[src/rtl/param_reg_file_if.sv]
// param_reg_file_if: write/read/clear bundle for param_reg_file.
// master drives clear, write_*, read_address_*; slave returns read_data_*, ready, write_error.
interface param_reg_file_if #(
    parameter int WIDTH      = 8,
    parameter int DEPTH      = 4,
    parameter int ADDR_WIDTH = $clog2(DEPTH)
);
    logic                  clear;
    logic                  write_enable;
    logic [ADDR_WIDTH-1:0] write_address;
    logic [WIDTH-1:0]      write_data;
    logic [ADDR_WIDTH-1:0] read_address_0;
    logic [ADDR_WIDTH-1:0] read_address_1;
    logic [WIDTH-1:0]      read_data_0;
    logic [WIDTH-1:0]      read_data_1;
    logic                  ready;
    logic                  write_error;

    modport master (
        output clear, write_enable, write_address, write_data,
        output read_address_0, read_address_1,
        input  read_data_0, read_data_1, ready, write_error
    );

    modport slave (
        input  clear, write_enable, write_address, write_data,
        input  read_address_0, read_address_1,
        output read_data_0, read_data_1, ready, write_error
    );
endinterface

[src/rtl/param_reg_file.sv]
// param_reg_file: DEPTH x WIDTH register file, one write port, two registered
// read ports, init sweep to INIT_VALUE after reset/clear, write bypass, write_error pulse.
// Ports: clk, reset (sync, active-high), bus (param_reg_file_if.slave).
// Optional: REG_ZERO_HARDWIRED_EN makes entry 0 a constant zero with no storage.
module param_reg_file #(
    parameter int               WIDTH      = 8,
    parameter int               DEPTH      = 4,
    parameter logic [WIDTH-1:0] INIT_VALUE = '0,
    parameter int               ADDR_WIDTH = $clog2(DEPTH)
) (
    input logic             clk,
    input logic             reset,
    param_reg_file_if.slave bus
);

`ifdef REG_ZERO_HARDWIRED_EN
    localparam int LO = 1;
`else
    localparam int LO = 0;
`endif

    localparam logic [ADDR_WIDTH:0]   DEPTH_W = (ADDR_WIDTH+1)'(DEPTH);
    localparam logic [ADDR_WIDTH:0]   LO_W    = (ADDR_WIDTH+1)'(LO);
    localparam logic [ADDR_WIDTH-1:0] LAST    = ADDR_WIDTH'(DEPTH - 1);

    typedef enum logic {S_INIT, S_READY} state_t;

    state_t                state_q;
    logic [ADDR_WIDTH-1:0] sweep_q;
    logic                  ready_q;
    logic                  err_q;
    logic [WIDTH-1:0]      rd0_q;
    logic [WIDTH-1:0]      rd1_q;
    logic [WIDTH-1:0]      mem_q [LO:DEPTH-1];

    logic addr_ok;
    logic wr_legal;
    logic wr_store;
    logic wr_err;
    logic sweep_we;

    always_comb begin
        addr_ok  = {1'b0, bus.write_address} < DEPTH_W;
        wr_legal = bus.write_enable && (state_q == S_READY)
                   && !bus.clear && addr_ok;
        // A legal write to a hardwired entry is dropped silently
        wr_store = wr_legal && ({1'b0, bus.write_address} >= LO_W);
        wr_err   = bus.write_enable
                   && ((state_q != S_READY) || bus.clear || !addr_ok);
        sweep_we = !reset && !bus.clear && (state_q == S_INIT);
    end

    // Read value with bypass; unbacked or out-of-range addresses give 0
    function automatic logic [WIDTH-1:0] rd_val(
        input logic [ADDR_WIDTH-1:0] ra
    );
        logic [WIDTH-1:0] v;
        v = '0;
        for (int i = LO; i < DEPTH; i++) begin
            if (ra == ADDR_WIDTH'(i)) v = mem_q[i];
        end
        if (wr_store && (bus.write_address == ra)) v = bus.write_data;
        return v;
    endfunction

    always_ff @(posedge clk) begin
        if (reset) begin
            state_q <= S_INIT;
            sweep_q <= '0;
            ready_q <= 1'b0;
            err_q   <= 1'b0;
            rd0_q   <= '0;
            rd1_q   <= '0;
        end else begin
            err_q <= wr_err;
            if (bus.clear) begin
                state_q <= S_INIT;
                sweep_q <= '0;
                ready_q <= 1'b0;
                rd0_q   <= '0;
                rd1_q   <= '0;
            end else if (state_q == S_INIT) begin
                rd0_q   <= '0;
                rd1_q   <= '0;
                sweep_q <= sweep_q + 1'b1;
                if (sweep_q == LAST) begin
                    state_q <= S_READY;
                    ready_q <= 1'b1;
                    sweep_q <= '0;
                end
            end else begin
                rd0_q <= rd_val(bus.read_address_0);
                rd1_q <= rd_val(bus.read_address_1);
            end
        end
    end

    // Storage is never reset; the sweep overwrites it
    always_ff @(posedge clk) begin
        for (int i = LO; i < DEPTH; i++) begin
            if (sweep_we && (sweep_q == ADDR_WIDTH'(i))) begin
                mem_q[i] <= INIT_VALUE;
            end else if (wr_store && (bus.write_address == ADDR_WIDTH'(i))) begin
                mem_q[i] <= bus.write_data;
            end
        end
    end

    assign bus.read_data_0 = rd0_q;
    assign bus.read_data_1 = rd1_q;
    assign bus.ready       = ready_q;
    assign bus.write_error = err_q;

endmodule

[src/flat_wrapper.sv]
// flat-port wrapper written by rule: the top's interface ports become plain ports
module param_reg_file_flat 
#(
    parameter int               WIDTH      = 8,
    parameter int               DEPTH      = 4,
    parameter logic [WIDTH-1:0] INIT_VALUE = '0,
    parameter int               ADDR_WIDTH = $clog2(DEPTH)
)
  (clk, reset, bus_clear, bus_write_enable, bus_write_address, bus_write_data, bus_read_address_0, bus_read_address_1, bus_read_data_0, bus_read_data_1, bus_ready, bus_write_error);
  param_reg_file_if #(.WIDTH(WIDTH), .DEPTH(DEPTH), .ADDR_WIDTH(ADDR_WIDTH)) bus_i ();
  input logic clk;
  input logic reset;
  input wire logic [$bits(bus_i.clear)-1:0] bus_clear;
  input wire logic [$bits(bus_i.write_enable)-1:0] bus_write_enable;
  input wire logic [$bits(bus_i.write_address)-1:0] bus_write_address;
  input wire logic [$bits(bus_i.write_data)-1:0] bus_write_data;
  input wire logic [$bits(bus_i.read_address_0)-1:0] bus_read_address_0;
  input wire logic [$bits(bus_i.read_address_1)-1:0] bus_read_address_1;
  output wire logic [$bits(bus_i.read_data_0)-1:0] bus_read_data_0;
  output wire logic [$bits(bus_i.read_data_1)-1:0] bus_read_data_1;
  output wire logic [$bits(bus_i.ready)-1:0] bus_ready;
  output wire logic [$bits(bus_i.write_error)-1:0] bus_write_error;
  assign bus_i.clear = bus_clear;
  assign bus_i.write_enable = bus_write_enable;
  assign bus_i.write_address = bus_write_address;
  assign bus_i.write_data = bus_write_data;
  assign bus_i.read_address_0 = bus_read_address_0;
  assign bus_i.read_address_1 = bus_read_address_1;
  assign bus_read_data_0 = bus_i.read_data_0;
  assign bus_read_data_1 = bus_i.read_data_1;
  assign bus_ready = bus_i.ready;
  assign bus_write_error = bus_i.write_error;
  param_reg_file #(.WIDTH(WIDTH), .DEPTH(DEPTH), .INIT_VALUE(INIT_VALUE), .ADDR_WIDTH(ADDR_WIDTH)) u_core (.clk(clk), .reset(reset), .bus(bus_i));
endmodule
[config.mk]
export PLATFORM = sky130hd
export DESIGN_NAME = param_reg_file_flat
export DESIGN_NICKNAME = d
export VERILOG_FILES = /design/src/rtl/param_reg_file_if.sv /design/src/rtl/param_reg_file.sv /design/src/flat_wrapper.sv
export SDC_FILE = /design/constraint.sdc
export NUM_CORES = 1
export LEC_CHECK = 0
export BUFFER_PORTS_ARGS = -buffer_cell sky130_fd_sc_hd__clkbuf_2
export CAP_MARGIN = 30
export CORE_AREA = 2 2 91 93
export DETAILED_ROUTE_END_ITERATION = 8
export DIE_AREA = 0 0 93 95
export GPL_ROUTABILITY_DRIVEN = 0
export HOLD_SLACK_MARGIN = 0.06
export MAX_ROUTING_LAYER = met4
export PLACE_DENSITY_LB_ADDON = 0.25
export SYNTH_ARGS = -nofsm -noshare
export SYNTH_HDL_FRONTEND = slang
export SYNTH_SLANG_ARGS = --single-unit
export TNS_END_PERCENT = 50
[constraint.sdc]
create_clock -name clk -period 1.7 [get_ports clk]
set_input_delay 0.34 -clock clk [delete_from_list [all_inputs] [get_ports clk]]
set_output_delay 0.34 -clock clk [all_outputs]
set_load 0.01 [all_outputs]
# Word-level counts from Yosys, hierarchy flattened
# Memory sizes are Yosys's and may differ from the RTL's.
# Index checks and enable logic that the tools add are counted.
# word_totals
ff_bits	21
mem_bits_rw	32
input_bits	18
output_inout_bits	18
word_cells	101
mem_count	1
# op_classes
n_addsub	1
eq_ne	14
n_mux	46
bitwise	5
reduce_logical	28
# memory_table
memory	words	word_bits	rd	rd_ports_with_merged_regs	write_ports	line_no	text
u_core.mem_q	4	8	4	0	1	param_reg_file.sv:34	logic [WIDTH-1:0] mem_q [LO:DEPTH-1];
# ops
cell	n
2-to-1 mux 8 bit	17
2-to-1 mux 1 bit	25
OR reduction 8 bit	3
equality test 2 bit, second input constant	8
logical AND 1 bit	15
equality test 2 x 1 -> 1 bit, second input constant	4
zero test 2 bit	4
2-to-1 mux 2 bit	4
equality test 2 bit	2
OR 1 bit	4
OR reduction 3 bit	1
adder 2 x 1 -> 2 bit, second input constant	1
zero test 1 bit	2
AND reduction 2 bit	1
OR reduction 2 bit	1
logical OR 1 bit	1
NOT 1 bit	1

# Longest topological paths before layout
# Gate-level depths: netlist of the first run.
# depth
depth_word	11
ltp_mapped	6
mapped_depth_nobuf	4

# Least setup slack after synthesis of the first run
# Ideal clock, no wire load.
# synth_path
kind	register to register
start	register u_core.state_q
end	memory u_core.mem_q[3][0], enable pin
setup_time_ps	326
arrival_time_ps	1201
required_time_ps	1374
slack_ps	173
path_stages_with_launch	7
path_buffers	3
period_less_slack_ps	1527
cell_sequence	dfxtp_1 > buf_4 > and3b_1 > buf_6 > and3_4 > buf_6 > a21o_1
# synth_between
elab_chain_cells	11
word_cells_on_any_way	45
cone_classes	mux: 26; bitwise: 5; reduce/logical: 14
# synth_rtl
element	line_no	text
start: declaration	param_reg_file.sv:28	state_t state_q;
start signal: assignment	param_reg_file.sv:68	state_q <= S_INIT;
start signal: assignment	param_reg_file.sv:77	state_q <= S_INIT;
start signal: assignment	param_reg_file.sv:87	state_q <= S_READY;
logical AND 1 bit	param_reg_file.sv:44	wr_legal = bus.write_enable && (state_q == S_READY)
logical AND 1 bit	param_reg_file.sv:45	&& !bus.clear && addr_ok;
logical AND 1 bit	param_reg_file.sv:103	end else if (wr_store && (bus.write_address == ADDR_WIDTH'(i))) begin
2-to-1 mux 1 bit	param_reg_file.sv:103	
2-to-1 mux 1 bit	param_reg_file.sv:101	if (sweep_we && (sweep_q == ADDR_WIDTH'(i))) begin
2-to-1 mux 1 bit (implied by the code)	param_reg_file.sv:104	mem_q[i] <= bus.write_data;
OR 1 bit (no source line)	--	
OR reduction 8 bit (no source line)	--	
2-to-1 mux 2 bit (no source line) / 2-to-1 mux 1 bit (equally long branches) (3 in a row)	--	
end: declaration	param_reg_file.sv:34	
# Several ways; a longest one is shown, not always the timed one.

# Worst setup path after layout of the first run
# layout_path
start	register u_core.state_q
end	memory u_core.mem_q[3][3], enable pin
# The elaborated chain is that of the path after synthesis.

==> results of run 1 <==
[worst paths after layout]
kind | endpoint | slack, ns | depth (start not counted)
hold / removal | u_core.bus.ready | 0.25 | 2
setup reg to reg | u_core.mem_q[3][3] | 0.14 | 3
hold reg to reg | u_core.bus.ready | 0.52 | 2
setup / recovery | u_core.mem_q[3][3] | 0.14 | 3
[routing by layer]
metal	share of wire	global-route usage	wire length, um	vias to the layer above
li1	-	-	-	842
met1	0.47	0.181	2660	837
met2	0.48	0.220	2700	28
met3	0.026	0.0239	148	6
met4	0.016	0.0527	91	0
met5	0	-	0	-
[power groups by stage]
| stage | Sequential [mW] | Combinational (mW) | Clock, mW |
|---|---|---|---|
| 4_1_cts | 1.38 | 0.243 | 1.05 |
| 2_1_floorplan | 1.40 | 0.167 | 0 |
| 6_report | 1.38 | 0.241 | 1.03 |
| 5_1_grt | 1.38 | 0.262 | 1.10 |
| 3_3_place_gp | 1.41 | 0.242 | 0 |
| 3_5_place_dp | 1.41 | 0.242 | 0 |
[cell families after synthesis]
logic type / count (synthesis)
AND/OR/NAND/NOR: 61
flip-flops: 53
AO/OA/AOI/OAI: 41
buffers and inverters: 16
multiplexers: 16
XOR/XNOR: 8
adder cells (fa/ha/maj): 4
[worst max-delay path: cells and delay by family (launching register included)]
| kind | cells | cell delay (ns) |
|---|---|---|
| DFF | 1 | 0.51 |
| AOI/OAI and AO/OA | 1 | 0.28 |
| and+or+nand+nor | 2 | 0.45 |
[layout by cell type, fill, tap and decap left out]
cell type,instances
clkbuf_2,35
and2_1,32
edfxtp_1,32
dfxtp_1,21
a21oi_1,18
nand4_1,16
mux4_2,16
o31ai_1,16
buf_4,10
clkbuf_8,5
nor3_1,4
a21o_1,4
inv_1,4
xnor2_2,4
xor2_2,4
ha_1,4
nor3b_2,2
nand2_1,2
bufinv_16,2
nand3b_4,1
and3b_1,1
and3_4,1
nor3_2,1
nor2_1,1
o21ai_0,1
o211a_1,1
o21a_1,1
inv_6,1
[registers in the layout (all words and copies together) (netlist names)]
register,cells
u_core.sweep_q,2
u_core.bus.read_data_1,8
u_core.bus.ready,1
u_core.bus.write_error,1
u_core.state_q,1
u_core.bus.read_data_0,8
u_core.mem_q,32
[final cells by class]
class | instances | area, um^2 | area share
clock buffer | 5 | 68.8 | 0.0220
tap | 105 | 131 | 0.0420
sequential | 53 | 1380 | 0.442
multi-input combinational | 130 | 1210 | 0.387
inverter | 4 | 15.0 | 0.00480
timing repair buffer | 45 | 250 | 0.0801
clock inverter | 3 | 68.8 | 0.0220
==> qor.csv, run 1 <==
stage;metric;value;unit
synthesis;async set-reset flop share out of synthesis;0;
sta;normalized max-slew margin;0.712;
synthesis;area share of the largest cell type after synthesis;0.356;
sta;setup TNS;0;ns
sta;Final setup viols;0;
synthesis;Simple-Gate Fraction of Synth Area;0.151;
global_route;total global routing overflow;0;
power;Net Sw Frac;0.223;
sta;clock period minus worst slack;1.56;ns
clocking;maximum clock path buffer count;2;
synthesis;synth unique cells;27;
floorplanning;die area;8840;um^2
sta;RSZ-0062 raised after global routing;false;
floorplanning;Core ar.;7930;um^2
place;pre-CTS setup slack;0.0998;ns
place;Cell Area, Placed;2990;um^2
floorplanning;Die Ht;95;um
clocking;clk_lat worst skew;0.31;ns
synthesis;multiplexer share of the synthesized area;0.134;
power;Clk pwr share;0.389;
sta;Achievable Freq;0.643;GHz
global_route;first-pass GRT wire length;9040;um
route;drt total wl;5590;um
sta;Final Hold Vio Count;0;
route;routed vias;1713;
critical_path;CP max stage delay;0.51;ns
critical_path;critical path class;register to register;
final_layout;Synth-to-Final Area Change;15.8;%
final_layout;share of post-route cells with drive strength above 1;0.342;
sta;Max Transition Viols Final;0;
power;P_sw;0.589;mW
place;placed instance count;337;
route;DR iter-0 viols;72;
final_layout;filler cell count;775;
final_layout;Post-Layout Cell Count;345;
sta;Worst Setup Slack, final;0.144;ns
power;P_leak;1.20;nW
clocking;post-cts sizing count;0;
place;port bufs;35;
critical_path;worst setup path startpoint;u_core.state_q;
synthesis;synthesized flop and latch total;53;
final_layout;post-route core utilization;0.394;
synthesis;Mapped Nets;221;
clocking;root buf cell;clkbuf_8;
global_route;GRT Total Usage;0.139;
synthesis;number of synthesized flops with an enable pin;32;
min_path;worst min path class;primary input to register;
sta;slew of the pin with the lowest slew margin;0.430;ns
clocking;post-CTS setup buffers;0;
synthesis;Syn. warnings;0;
synthesis;ranking of synthesized cells by area;edfxtp_1 (36%), dfxtp_1 (16%), mux4_2 (13%);
global_route;largest net degree at the start of global routing;18;
synthesis;Primary FF master, synth;edfxtp_1;
power;Max rail drop VDD;0.380;mV
power;Flop pwr share;0.520;
synthesis;combinational family with the most area after synthesis;simple AND/OR/NAND/NOR gates;
route;# DRC;0;
critical_path;slowest CP cell;dfxtp_1;
power;total design power;2.64;mW
final_layout;NumNets Final;261;
sta;Hold WS;0.252;ns
final_layout;Antenna diodes;0;
route;first-pass iteration count of the detailed router;4;
floorplanning;Initial Util;0.340;
clocking;clk sinks;53;
critical_path;worst r2r src;u_core.state_q;
status;outcome;complete, no violations;
synthesis;post-synthesis xor/xnor area fraction;0.0482;
final_layout;Post-Layout Inst Area;3130;um^2
synthesis;adder-cell share of the synthesized area;0.0185;
synthesis;register area share after synthesis;0.512;
clocking;Worst-path clk slew;0.10;ns
floorplanning;Die X;93;um
synthesis;Compound-Gate Fraction of Synth Area;0.0974;
floorplanning;placement row count;33;
critical_path;critical path cell sequence;and3b_1 -> and3_4 -> a21o_1;
route;via/cell ratio;4.97;
critical_path;startpoint types;register;
global_route;vias in the first global route;1634;
sta;Final period util;0.915;
critical_path;Worst EP arrival;1.55;ns
clocking;H-tree Lvls;2;
power;internal power;2.06;mW
sta;Clock Skews;0.00731;ns
critical_path;critical path required time;1.69;ns
power;Logic pwr share;0.091;
critical_path;Crit. End Element;register;
route;post-route ant nets;0;
critical_path;CP max FO;8;
floorplanning;IO Pins;36;
synthesis;top post-synthesis cells by count;and2_1 (32), edfxtp_1 (32), dfxtp_1 (21), a21oi_1 (18);
synthesis;Syn Area/Cell;13.6;um^2
flow_run;max_cap viols;0;
clocking;CTS tree;yes;
min_path;worst min-delay path startpoint;reset;
clocking;total CTS buffers;5;
synthesis;Mapped Cells;199;
global_route;initial antenna violation count;0;
synthesis;Synth Cell Area;2700;um^2
route;WL/cell;16.2;um
clocking;hold buffer count at cts;0;
place;dpl hpwl;4280;um
synthesis;Synth area leader;edfxtp_1;
power;Power per Cell Area;846;nW/um^2
Note: power is estimated with default switching activity, not from simulation.
==> inputs of run 2 (changes only) <==
==> constraint.sdc (replaced) <==
create_clock -name clk -period 1.7 [get_ports clk]
set_input_delay 0.255 -clock clk [delete_from_list [all_inputs] [get_ports clk]]
set_output_delay 0.255 -clock clk [all_outputs]
set_load 0.01 [all_outputs]
==> run 2 against run 1 <==
Compared with the run above:
- combinational power grew 2%
- register-to-register slack gained 0.02 ns
- clock power shrank 32%
- sequential share of layout area grew 0.85 points
- via count grew 1.5%
- routed wire length grew 1.2%
- critical path depth is the same
- critical path type unchanged
- highest routed layer unchanged
==> qor.csv, run 2 (synthesis gave the netlist of run 1 again) <==
stage;metric;value;unit;change
sta;Final period util;0.904;;-0.0117
route;DR iter-0 viols;117;;+63%
sta;slew of the pin with the lowest slew margin;0.602;ns;+0.172 ns
sta;Final setup viols;0;;unchanged
place;port bufs;35;;unchanged
place;pre-CTS setup slack;0.141;ns;+0.0409 ns
route;post-route ant nets;0;;unchanged
power;Max rail drop VDD;0.340;mV;-10%
sta;Achievable Freq;0.651;GHz;+1.3%
global_route;vias in the first global route;1741;;+6.5%
final_layout;max reg flops;32;;unchanged
sta;setup TNS;0;ns;unchanged
sta;Final Hold Vio Count;0;;unchanged
floorplanning;IO Pins;36;;unchanged
final_layout;NumNets Final;260;;-0.38%
clocking;H-tree Lvls;2;;unchanged
critical_path;slowest CP cell;dfxtp_1;;
critical_path;startpoint types;register;;
clocking;Worst-path clk slew;0.10;ns;about the same
floorplanning;Initial Util;0.340;;unchanged
global_route;initial antenna violation count;0;;unchanged
status;outcome;complete, no violations;;
final_layout;share of post-route cells with drive strength above 1;0.335;;-0.00694
sta;Max Transition Viols Final;0;;unchanged
global_route;total global routing overflow;0;;unchanged
clocking;maximum clock path buffer count;2;;unchanged
global_route;first-pass GRT wire length;9160;um;+1.3%
place;placed instance count;336;;-0.30%
sta;clock period minus worst slack;1.54;ns;-0.0199 ns
critical_path;Worst EP arrival;1.50;ns;-0.05 ns
route;# DRC;0;;unchanged
critical_path;worst reg-to-reg path cell count;3;;unchanged
global_route;largest net degree at the start of global routing;18;;unchanged
clocking;hold buffer count at cts;0;;unchanged
sta;RSZ-0062 raised after global routing;false;;
clocking;total CTS buffers;5;;unchanged
sta;Hold WS;0.166;ns;-0.0853 ns
critical_path;critical path class;register to register;;
power;P_leak;1.17;nW;-2.3%
floorplanning;placement row count;33;;unchanged
sta;Worst Setup Slack, final;0.164;ns;+0.0199 ns
floorplanning;Core ar.;7930;um^2;unchanged
place;dpl hpwl;4310;um;+0.76%
clocking;post-CTS setup buffers;0;;unchanged
min_path;worst min path class;primary input to register;;
clocking;post-cts sizing count;0;;unchanged
floorplanning;Die X;93;um;unchanged
final_layout;commonest non-fill, non-tap cell in the layout;clkbuf_2;;
floorplanning;Die Ht;95;um;unchanged
route;drt total wl;5660;um;+1.2%
floorplanning;die area;8840;um^2;unchanged
route;first-pass iteration count of the detailed router;4;;unchanged
route;via/cell ratio;5.06;;+1.8%
final_layout;Post-Layout Cell Count;344;;-0.29%
final_layout;Largest Register;u_core.mem_q;;
min_path;Hold Path Depth;2;;unchanged
route;routed vias;1739;;+1.5%
clocking;root buf cell;clkbuf_8;;
critical_path;Crit. End Element;register;;
final_layout;commonest cells after routing, fill and taps aside;clkbuf_2 (35), and2_1 (32), edfxtp_1 (32), dfxtp_1 (21), a21oi_1 (18);;
clocking;clk sinks;53;;unchanged
critical_path;critical path cell sequence;nand3b_4 -> nor3b_2 -> a21o_1;;
global_route;GRT Total Usage;0.142;;+0.00269
sta;Clock Skews;0.00705;ns;-0.000263 ns
critical_path;critical path required time;1.67;ns;-0.02 ns
final_layout;Synth-to-Final Area Change;13.6;%;
critical_path;CP max FO;8;;unchanged
critical_path;CP max stage delay;0.51;ns;about the same
final_layout;Post-Layout Inst Area;3070;um^2;-1.9%
flow_run;max_cap viols;0;;unchanged
power;Power per Cell Area;758;nW/um^2;-10%
final_layout;Antenna diodes;0;;unchanged
place;Cell Area, Placed;2980;um^2;-0.25%
clocking;CTS tree;yes;;
sta;normalized max-slew margin;0.597;;-0.114
route;WL/cell;16.5;um;+1.5%
clocking;clk_lat worst skew;0.30;ns;about the same
## run 2: cell types whose count changed in the layout (fill, tap and decap cells not counted)
cell,previous run,this run
clkinv_1,0,1
clkinv_4,0,1
buf_4,10,9
inv_6,1,0
clkinv_2,0,1
bufinv_16,2,0
## run 2: worst paths after layout
check	startpoint	endpoint	slack (ns)
min	reset	u_core.bus.ready	0.17
min reg2reg	u_core.bus.ready	u_core.bus.ready	0.51
max reg2reg	u_core.state_q	u_core.mem_q[1][2]	0.16
max	u_core.state_q	u_core.mem_q[1][2]	0.16
## run 2: power by group
part	internal, mW	total (mW)	leakage, nW	switching [mW]
sequential	1.37	1.38	0.486	0.00890
combinational	0.0958	0.245	0.643	0.149
clock	0.286	0.703	0.0455	0.417
## run 2: per-stage QoR
step           power, mW   util
3_3_place_gp        1.65  0.376
2_1_floorplan       1.57      -
6_report            2.32  0.387
4_1_cts             2.35  0.387
5_1_grt             2.43  0.387
3_5_place_dp        1.65  0.376
## run 2: layer usage
| metal | track usage | part of all wire |
|---|---|---|
| met5 | - | 0 |
| met2 | 0.224 | 0.49 |
| met1 | 0.179 | 0.45 |
| met3 | 0.0303 | 0.045 |
| met4 | 0.0600 | 0.012 |
## run 2: cell type report
class,instances,area [um^2]
clock buffers,5,68.8
fillers,788,4860
multi-input cells,130,1210
well taps,105,131
clock inverters,3,17.5
flip-flops and latches,53,1380
inverters,4,15.0
repair buffers,44,243
## run 2: worst max-delay path: cells and delay by family (launching register included)
family | cells | cell delay [ns]
and+or+nand+nor | 2 | 0.35
DFF | 1 | 0.51
AOI/OAI and AO/OA | 1 | 0.34
==> inputs of run 3 (changes only) <==
--- a/config.mk
+++ b/config.mk
@@ -7,13 +7,15 @@
 export LEC_CHECK = 0
 export BUFFER_PORTS_ARGS = -buffer_cell sky130_fd_sc_hd__clkbuf_2
 export CAP_MARGIN = 30
+export CELL_PAD_IN_SITES_DETAIL_PLACEMENT = 0
+export CELL_PAD_IN_SITES_GLOBAL_PLACEMENT = 1
 export CORE_AREA = 2 2 91 93
 export DETAILED_ROUTE_END_ITERATION = 8
 export DIE_AREA = 0 0 93 95
 export GPL_ROUTABILITY_DRIVEN = 0
 export HOLD_SLACK_MARGIN = 0.06
 export MAX_ROUTING_LAYER = met4
-export PLACE_DENSITY_LB_ADDON = 0.25
+export PLACE_DENSITY = 0.63
 export SYNTH_ARGS = -nofsm -noshare
 export SYNTH_HDL_FRONTEND = slang
 export SYNTH_SLANG_ARGS = --single-unit
==> run 3 against run 2 <==
Compared with the run above:
- clock power up 44%
- critical path depth is the same
- sequential power about the same
- non-clock buffer count unchanged
- clock-buffer cell count did not move
- core utilization grew 0.60 points
- global-route usage about the same
- cell area increased by 1.6%
- sequential share of layout area shrank 0.69 points
- flip-flop and latch count unchanged
- critical endpoint is now u_core.mem_q[1][4]
==> qor.csv, run 3 (synthesis gave the netlist of run 1 again) <==
stage;metric;value;unit;change
final_layout;commonest non-fill, non-tap cell in the layout;clkbuf_2;;
power;internal power;2.05;mW;+17%
critical_path;Critical Path Sink;u_core.mem_q[1][4];;
power;Flop pwr share;0.524;;-0.068
floorplanning;IO Pins;36;;unchanged
floorplanning;Initial Util;0.340;;unchanged
route;Top Layer Used;met4;;
clocking;Worst-path clk slew;0.09;ns;about the same
critical_path;Crit. End Element;register;;
sta;slew of the pin with the lowest slew margin;0.624;ns;+0.0220 ns
sta;clock period minus worst slack;1.51;ns;-0.0301 ns
power;Max rail drop VDD;0.348;mV;+2.2%
clocking;maximum clock path buffer count;2;;unchanged
route;first-pass iteration count of the detailed router;4;;unchanged
sta;Max Transition Viols Final;0;;unchanged
final_layout;Multi-input gate area;1210;um^2;unchanged
route;via/cell ratio;4.97;;-1.6%
sta;RSZ-0062 raised after global routing;false;;
power;Power per Cell Area;843;nW/um^2;+11%
global_route;first-pass GRT wire length;9180;um;+0.29%
power;Logic pwr share;0.093;;-0.012
floorplanning;placement row count;33;;unchanged
power;P_leak;1.20;nW;+1.9%
final_layout;max reg flops;32;;unchanged
final_layout;filler cell count;785;;-0.38%
final_layout;NumNets Final;260;;unchanged
global_route;total global routing overflow;0;;unchanged
critical_path;worst setup path startpoint;u_core.state_q;;
sta;Achievable Freq;0.664;GHz;+2.0%
clocking;clk_lat worst skew;0.31;ns;about the same
critical_path;worst reg-to-reg path cell count;3;;unchanged
critical_path;critical path cell sequence;nand3b_4 -> nor3b_2 -> a21o_1;;
global_route;vias in the first global route;1673;;-3.9%
clocking;CTS tree;yes;;
power;Clk pwr share;0.383;;+0.081
sta;setup TNS;0;ns;unchanged
critical_path;slowest CP cell;dfxtp_1;;
final_layout;FF/Latch Area;1380;um^2;unchanged
final_layout;Synth-to-Final Area Change;15.4;%;
critical_path;CP max FO;8;;unchanged
floorplanning;Core ar.;7930;um^2;unchanged
sta;normalized max-slew margin;0.583;;-0.0147
sta;Hold WS;0.178;ns;+0.0121 ns
critical_path;worst r2r src;u_core.state_q;;
sta;Final Hold Vio Count;0;;unchanged
floorplanning;Die X;93;um;unchanged
critical_path;startpoint types;register;;
status;outcome;complete, no violations;;
final_layout;Antenna diodes;0;;unchanged
place;dpl hpwl;4350;um;+1.0%
clocking;root buf cell;clkbuf_8;;
final_layout;Largest Register;u_core.mem_q;;
final_layout;commonest cells after routing, fill and taps aside;clkbuf_2 (35), and2_1 (32), edfxtp_1 (32), dfxtp_1 (21), a21oi_1 (18);;
critical_path;critical path class;register to register;;
critical_path;CP max stage delay;0.50;ns;about the same
global_route;largest net degree at the start of global routing;18;;unchanged
route;WL/cell;16.7;um;+1.7%
final_layout;share of post-route cells with drive strength above 1;0.339;;+0.00418
floorplanning;Die Ht;95;um;unchanged
route;# DRC;0;;unchanged
critical_path;worst r2r dst;u_core.mem_q[1][4];;
clocking;clk sinks;53;;unchanged
global_route;GRT Total Usage;0.142;;+0.000227
min_path;worst min path class;primary input to register;;
critical_path;Worst EP arrival;1.49;ns;about the same
sta;Final period util;0.886;;-0.0177
route;WL met3;194;um;-24%
power;Net Sw Frac;0.220;;-0.0269
route;DR iter-0 viols;100;;-15%
critical_path;reg2reg setup slack;0.19;ns;+0.03 ns
flow_run;max_cap viols;0;;unchanged
power;P_sw;0.579;mW;+0.76%
clocking;post-cts sizing count;0;;unchanged
sta;Clock Skews;0.00665;ns;-0.000400 ns
clocking;post-CTS setup buffers;0;;unchanged
clocking;hold buffer count at cts;0;;unchanged
route;WL met1;2730;um;+6.3%
route;Met2 Wirelength;2740;um;-0.98%
global_route;initial antenna violation count;0;;unchanged
floorplanning;die area;8840;um^2;unchanged
critical_path;critical path required time;1.68;ns;about the same
clocking;total CTS buffers;5;;unchanged
route;post-route ant nets;0;;unchanged
route;drt total wl;5750;um;+1.7%
clocking;H-tree Lvls;2;;unchanged
place;port bufs;35;;unchanged
route;routed vias;1711;;-1.6%
sta;Final setup viols;0;;unchanged
## run 3: layer usage
| metal | vias to the layer above | global-route usage |
|---|---|---|
| met4 | 0 | 0.0515 |
| met5 | - | - |
| met2 | 51 | 0.221 |
| met1 | 811 | 0.188 |
| li1 | 841 | - |
| met3 | 8 | 0.0263 |
## run 3: power groups by stage
| stage | registers, mW | clock network [mW] | logic, mW |
|---|---|---|---|
| floorplan | 1.40 | 0 | 0.167 |
| finish | 1.38 | 1.01 | 0.245 |
| global placement | 1.41 | 0 | 0.241 |
| global route | 1.38 | 1.08 | 0.266 |
| CTS | 1.38 | 1.04 | 0.244 |
| detailed placement | 1.41 | 0 | 0.243 |
## run 3: layout make-up
type                       count  share of cell area
clock inverter                 3              0.0209
sequential                    53               0.444
timing repair buffer          44              0.0779
tap                          105              0.0422
clock buffer                   5              0.0221
multi-input combinational    130               0.389
inverter                       4             0.00482
## run 3: worst min path at each step
stage / from / end / cells after the start
floorplan: reset / u_core.bus.ready / 1
global placement: u_core.bus.ready / u_core.bus.ready / 2
detailed placement: reset / u_core.bus.ready / 2
CTS: reset / u_core.bus.ready / 2
global route: reset / u_core.bus.ready / 2
finish: reset / u_core.bus.ready / 2
## run 3: critical path: cells and delay by family (launching register included)
family	cells	cell delay (ns)
compound gates	1	0.32
flops	1	0.50
simple gates	2	0.36
## run 3: per-stage QoR
step	area [um^2]	std cells	setup WS, ns	util	total power [mW]
6_report	3110	344	0.194	0.393	2.63
5_1_grt	3110	344	0.0619	0.393	2.73
4_1_cts	3110	344	0.158	0.393	2.66
3_5_place_dp	2980	336	0.154	0.376	1.65
3_3_place_gp	2980	336	0.159	0.376	1.65
2_1_floorplan	2700	199	0.173	-	1.57
